File: src/rtl/jbi_min_rq_rhq_rd_ctl.sv
// RHQ read controller: issues array reads against the synced write pointer, buffers returned headers.
// Latency: write pointer advance to hdr_vld is 3 cycles; sustains 1 header/cycle with hdr_ack held high.
// Backpressure: reads are credited against free output FIFO slots, so hdr_ack=0 stalls issue without data loss.
module jbi_min_rq_rhq_rd_ctl #(
  parameter int ADDR_WIDTH = 4,
  parameter int DATA_WIDTH = 64,
  parameter int OBUF_DEPTH = 3
) (
  input  logic                  clk,
  input  logic                  rst_l,
  input  logic [ADDR_WIDTH:0]   rhq_wptr,
  input  logic [DATA_WIDTH-1:0] rhq_rdata,
  output logic                  rhq_csn_rd,
  output logic [ADDR_WIDTH-1:0] rhq_raddr,
  output logic [ADDR_WIDTH:0]   rhq_rptr,
  output logic                  hdr_vld,
  output logic [DATA_WIDTH-1:0] hdr_data,
  input  logic                  hdr_ack,
  output logic                  rhq_empty
);

  localparam int PW = ADDR_WIDTH + 1;
  localparam int IW = (OBUF_DEPTH > 1) ? $clog2(OBUF_DEPTH) : 1;
  localparam int CW = $clog2(OBUF_DEPTH + 1);
  localparam int SW = CW + 2;

  // Next array entry to read; runs ahead of rhq_rptr by the reads still in flight.
  logic [PW-1:0]         rptr_iss;
  // A read was sampled by the array at the last edge; rhq_rdata is valid this cycle.
  logic                  rd_pend;

  logic [DATA_WIDTH-1:0] obuf [OBUF_DEPTH];
  logic [IW-1:0]         head;
  logic [IW-1:0]         tail;
  logic [CW-1:0]         occ;

  logic                  pop;
  logic                  push;
  logic                  issue;
  logic [SW-1:0]         occ_n;
  logic [SW-1:0]         pend_cnt;
  logic [PW-1:0]         wr_dist;

  function automatic logic [IW-1:0] next_idx(input logic [IW-1:0] idx);
    if (idx == IW'(OBUF_DEPTH - 1)) next_idx = '0;
    else                            next_idx = idx + IW'(1);
  endfunction

  assign rhq_empty = (rptr_iss == rhq_wptr);
  assign hdr_vld   = (occ != '0);
  assign hdr_data  = obuf[head];
  assign pop       = hdr_vld & hdr_ack;
  assign push      = rd_pend;

  // Credit check: slots left after this cycle's pop must cover every read already in flight plus the new one.
  assign occ_n    = SW'(occ) - SW'(pop);
  assign pend_cnt = SW'(!rhq_csn_rd) + SW'(rd_pend);
  assign issue    = !rhq_empty && ((occ_n + pend_cnt) < SW'(OBUF_DEPTH));

  // Read issue: drive the array strobe and address, advance the issue pointer.
  always_ff @(posedge clk or negedge rst_l) begin
    if (!rst_l) begin
      rhq_csn_rd <= 1'b1;
      rhq_raddr  <= '0;
      rptr_iss   <= '0;
    end else if (issue) begin
      rhq_csn_rd <= 1'b0;
      rhq_raddr  <= rptr_iss[ADDR_WIDTH-1:0];
      rptr_iss   <= rptr_iss + PW'(1);
    end else begin
      rhq_csn_rd <= 1'b1;
    end
  end

  // Array latency tracking and freed-entry pointer: an entry is released once its data is captured.
  always_ff @(posedge clk or negedge rst_l) begin
    if (!rst_l) begin
      rd_pend  <= 1'b0;
      rhq_rptr <= '0;
    end else begin
      rd_pend <= !rhq_csn_rd;
      if (push) rhq_rptr <= rhq_rptr + PW'(1);
    end
  end

  // Output FIFO: capture at tail, pop at head; simultaneous push and pop keep occupancy constant.
  always_ff @(posedge clk or negedge rst_l) begin
    if (!rst_l) begin
      head <= '0;
      tail <= '0;
      occ  <= '0;
      for (int i = 0; i < OBUF_DEPTH; i++) obuf[i] <= '0;
    end else begin
      if (push) begin
        obuf[tail] <= rhq_rdata;
        tail       <= next_idx(tail);
      end
      if (pop) head <= next_idx(head);
      occ <= occ + CW'(push) - CW'(pop);
    end
  end

  assign wr_dist = rhq_wptr - rhq_rptr;

  // Capturing into a full FIFO means the credit accounting has been violated.
  a_no_overflow: assert property (@(posedge clk) disable iff (!rst_l)
    !(push && !pop && (occ == CW'(OBUF_DEPTH))));

  // Writer must never move backwards or run more than a full queue ahead of the freed pointer.
  a_wptr_sane: assert property (@(posedge clk) disable iff (!rst_l)
    (wr_dist <= PW'(1 << ADDR_WIDTH)));

endmodule

File: config.mk
export PLATFORM = sky130hd
export DESIGN_NAME = jbi_min_rq_rhq_rd_ctl
export DESIGN_NICKNAME = d
export VERILOG_FILES = /design/src/rtl/jbi_min_rq_rhq_rd_ctl.sv
export SDC_FILE = /design/constraint.sdc
export NUM_CORES = 1
export LEC_CHECK = 0
export CAP_MARGIN = 10
export CORE_UTILIZATION = 30
export DETAILED_ROUTE_END_ITERATION = 7
export HOLD_SLACK_MARGIN = 0.1
export PLACE_DENSITY_LB_ADDON = 0.3
export REMOVE_ABC_BUFFERS = 1
export SLEW_MARGIN = 20
export SYNTH_ARGS = -nofsm -noshare
export SYNTH_HDL_FRONTEND = slang
export SYNTH_SLANG_ARGS = --single-unit
File: constraint.sdc
create_clock -name clk -period 8 [get_ports clk]
set_input_delay 0.8 -clock clk [delete_from_list [all_inputs] [get_ports clk]]
set_output_delay 0.8 -clock clk [all_outputs]
set_load 0.01 [all_outputs]
# Yosys cells after proc, flatten, opt, wreduce, memory -nomap -nowiden
# Cells that the tools add are included.
# op_classes
reduce_logical	5
n_mux	9
add_sub_neg	9
eq_ne	3
bitwise	3
magnitude_cmp	4
# ops
op	n
192-bit bitwise mux	1
64-bit 2-to-1 mux	3
64-bit binary-select mux with 2-bit select	1
64-bit demux with 2-bit select	1
5-bit by 1-bit adder with 5-bit output, second input constant	2
3-bit >= comparator, second input constant	2
2-bit inverter with 3-bit output	2
5-bit equality test	1
2-bit by 1-bit adder with 2-bit output, second input constant	2
3-bit by 3-bit adder with 4-bit output	1
2-bit equality test, second input constant	2
4-bit by 2-bit < comparator with 1-bit output, second input constant	1
2-bit 2-to-1 mux	2
3-bit by 1-bit < comparator with 1-bit output, second input constant	1
2-bit by 1-bit subtractor with 3-bit output	1
1-bit by 1-bit adder with 2-bit output	1
2-bit by 1-bit adder with 2-bit output	1
1-bit logical AND	2
1-bit zero test	2
2-bit nonzero test	1
2-bit by 1-bit subtractor with 2-bit output	1
1-bit AND	1
1-bit 2-to-1 mux	1
# totals
reg_bits	214

# Depth between registers and ports, before layout
# depth
word_depth	7
depth_mapped	11
depth_no_buf	11

# Least setup slack after synthesis
# Ideal clock, no wire load.
# synth_path
path_kind	input-to-reg
start	in hdr_ack
end	reg rhq_raddr[0]
cell_stages	10
setup_slack_ns	5.046
t_required_ns	7.872
arrival_ns	2.826
cell_sequence	nand2_1 > inv_1 > ha_1 > ha_1 > inv_1 > fa_1 > xnor2_1 > o311ai_2 > a21oi_2 > mux2_1
# synth_via
elab_chain_len	5
# synth_lines
item	line_no	rtl
from (decl)	18	input logic hdr_ack,
1-bit AND	52	assign pop = hdr_vld & hdr_ack;
2-bit by 1-bit subtractor with 3-bit output	56	assign occ_n = SW'(occ) - SW'(pop);
3-bit by 3-bit adder with 4-bit output	58	assign issue = !rhq_empty && ((occ_n + pend_cnt) < SW'(OBUF_DEPTH));
4-bit by 2-bit < comparator with 1-bit output	58	
1-bit logical AND	58	
to (signal assigned)	68	rhq_raddr <= rptr_iss[ADDR_WIDTH-1:0];
to (decl)	14	output logic [ADDR_WIDTH-1:0] rhq_raddr,
# No other way between the ends.
# A chain may end at the register's enable or synchronous reset.

# Worst setup path in the final report
# layout_path
start	reg head[0]
end	out hdr_data[43]
# layout_via
elab_chain_len	4
# layout_lines
item	line_no	rtl
from (decl)	33	logic [IW-1:0] head;
from (signal assigned)	98	if (pop) head <= next_idx(head);
2-bit inverter with 3-bit output (implied by the code)	51	assign hdr_data = obuf[head];
64-bit binary-select mux with 2-bit select	51	
64-bit 2-to-1 mux (implied by the code) (2 in a row)	51	
to (decl)	17	output logic [DATA_WIDTH-1:0] hdr_data,
# No other way between the ends. The select of a mux whose other input is x is not followed.

==> out/qor.yml <==
place_area_um2: 11620
grt_first_pass_wirelength_mm: 34.94
yosys_warnings: 0
initial_core_util: 0.3087
syn_avg_cell_area_um2: 13.82
die_h_um: 183.1
layout_min_cycle_time_ps: 4446
dp.final_hpwl_mm: 12.76
clk_latency_ps: 510
antenna_found_initial: 0
synth_top_area_cell: "dfrtp_1"
crit_type: "reg2out"
grt_pass1_vias: 6295
yosys-top-cells-area: "dfrtp_1, mux2_2, mux2_4"
numCtsBuffers: 25
ys_ff_latch: 214
drc: 0
ys.flop_type: "dfrtp_1"
instances_no_fill: 1301
yosysTopAreaCellShare: 0.5416
place_inst: 1258
mappedNetlistArea_um2: 9842
synth_edf_count: 0
dieWidth_um: 183.1
irDropWorstVdd_mv: 0.2120
wl_mm: 21.51
clockBufferDepth: 3
path_clk_slew_ps: 60
cp-end-kind: "primary output"
tightest_slew_ps: 949.9
synthArstFlopShare: 1.000
viasPerCell: 4.543
gp_congestion: 0.6822
setup_viol: 0
yosysSeqAreaShare: 0.5442
fillers: 3086
final.setup_skew_ps: 13.49
drive_gt1_frac: 0.2887
fp-row-count: 65
htreeDepth: 1
slew_headroom: 0.3667
grt_max_degree: 78
slew_violations: 0
grtUsageTotal: 0.1304
p_leak_nw: 5.299
regArea_um2: 5361
ios: 148
area.growth.synth_to_final_pct: 26.05
worst_hold_slack_ps: 302.6
diodes: 0
cts_tree: "done"
path_max_fanout: 67
cts_resized: 0
die_area_um2: 33530
power_density_nw_per_um2: 465.0
vias: 5910
start_kind: "flop"
first_pass_iters: 4
hold_path.class: "in2async"
ctsRootBufferMaster: "clkbuf_16"
yosysMostFrequentCell: "dfrtp_1"
outcome: "finished clean"
wl_per_cell_um: 16.54
fin_setup_tns_ps: 0
crit_arrival_ps: 3650
numPortBuffers: 147
required_ps: 7200
fin_crit_sh: 0.5557
fin_nets: 933
ctsHoldBuffers: 0
core_area_um2: 31880
drt_iter0_markers: 188
hold_viol: 0
multi_input_area_um2: 4131
cts_setup_buffers: 0
gr-total-overflow: 0
cts_sinks: 214
cap_violations: 0
synth_common_cells: "dfrtp_1, mux2_2, nand2_1"
fin_area_um2: 12410
detail-route-antenna-nets: 0
rsz0062_at_grt: "false"
power_w: 0.005768
syn_inst: 712
synth_cell_types: 33
max_freq_ghz: 0.2249
[worst max-delay path, cell delays in order, from the launching register on]
cell and delay, ps:
dfrtp_2 330, buf_4 570, nor2b_4 870, buf_4 520, nand2_1 90, o21ai_0 130
clkdlybuf4s50_1 600
[through the flow]
stage	utilization	setup WS (ps)
after floorplan	-	2332
after global placement	0.3645	3916
after detailed placement	0.3645	3919
after CTS	0.3884	3351
after global routing	0.3891	3198
final	0.3891	3554
[routing by layer]
metal	part of all wire	wire length, um	GRT usage	up-vias
li1	-	-	-	2771
met1	0.49	10550	0.1822	2995
met2	0.45	9596	0.2062	116
met3	0.045	968	0.02303	28
met4	0.019	401	0.03800	0
met5	0	0	0	-
[final cells by class]
class,count,area share
flip-flops and latches,214,0.4322
multi-input cells,442,0.3330
repair buffers,156,0.1257
clock buffers,40,0.06062
well taps,435,0.04387
inverters,12,0.003833
clock inverters,2,0.0008069
[where the power goes]
group / leakage (nW) / internal [W] / switching (W) / total, W
combinational: 2.43 / 0.00158 / 0.00112 / 0.00270
sequential: 2.50 / 0.00166 / 0.000350 / 0.00201
clock: 0.376 / 0.000635 / 0.000425 / 0.00106
[state kept, by name, summed over array words and instances, names as in the netlist]
register	count
head	2
occ	2
rhq_rptr	5
rhq_csn_rd	1
rhq_raddr	4
push	1
tail	2
obuf	192
rptr_iss	5
[final timing paths]
check                                start            to  slack, ps  depth (start not counted)
worst max-delay path               head[0]  hdr_data[43]       3550                          6
worst min-delay path                 rst_l       obuf[7]        300                          1
worst max register to register      occ[0]  rhq_raddr[3]       4850                         11
worst min register to register  rhq_csn_rd          push        470                          1
max in group asynchronous            rst_l     obuf[116]       6350                          2
min in group clk                rhq_csn_rd          push        470                          1
[cell usage in the layout (no fill, tap or decap), types with 2 or more instances in the layout]
| master | netlist | routed |
|---|---|---|
| a211oi_1 | 3 | 3 |
| a21o_1 | 2 | 2 |
| buf_4 | 5 | 7 |
| clkbuf_1 | 10 | 8 |
| clkbuf_16 | 0 | 25 |
| clkbuf_8 | 0 | 8 |
| clkdlybuf4s50_1 | 0 | 146 |
| clkinv_2 | 0 | 2 |
| dfrtp_1 | 213 | 211 |
| ha_1 | 9 | 9 |
| inv_1 | 11 | 11 |
| mux2_1 | 5 | 5 |
| mux2_2 | 134 | 134 |
| mux2_4 | 60 | 60 |
| mux2i_1 | 64 | 64 |
| nand2_1 | 67 | 67 |
| nand3_1 | 3 | 2 |
| nand4_1 | 2 | 2 |
| nor3_2 | 1 | 2 |
| o21ai_0 | 65 | 65 |
| xnor2_1 | 6 | 6 |
| xor2_1 | 10 | 10 |
[cells by family after synthesis]
logic type,Yosys count,share of synthesized area
AOI/OAI and AO/OA,72,0.03941
xor gates and xnor gates,16,0.01424
adders and majority gates,10,0.01348
buffers and inverters,56,0.03852
DFF,214,0.5442
muxes,263,0.3157
and+or+nand+nor,81,0.03445
Power figures use the tool's default switching activity.
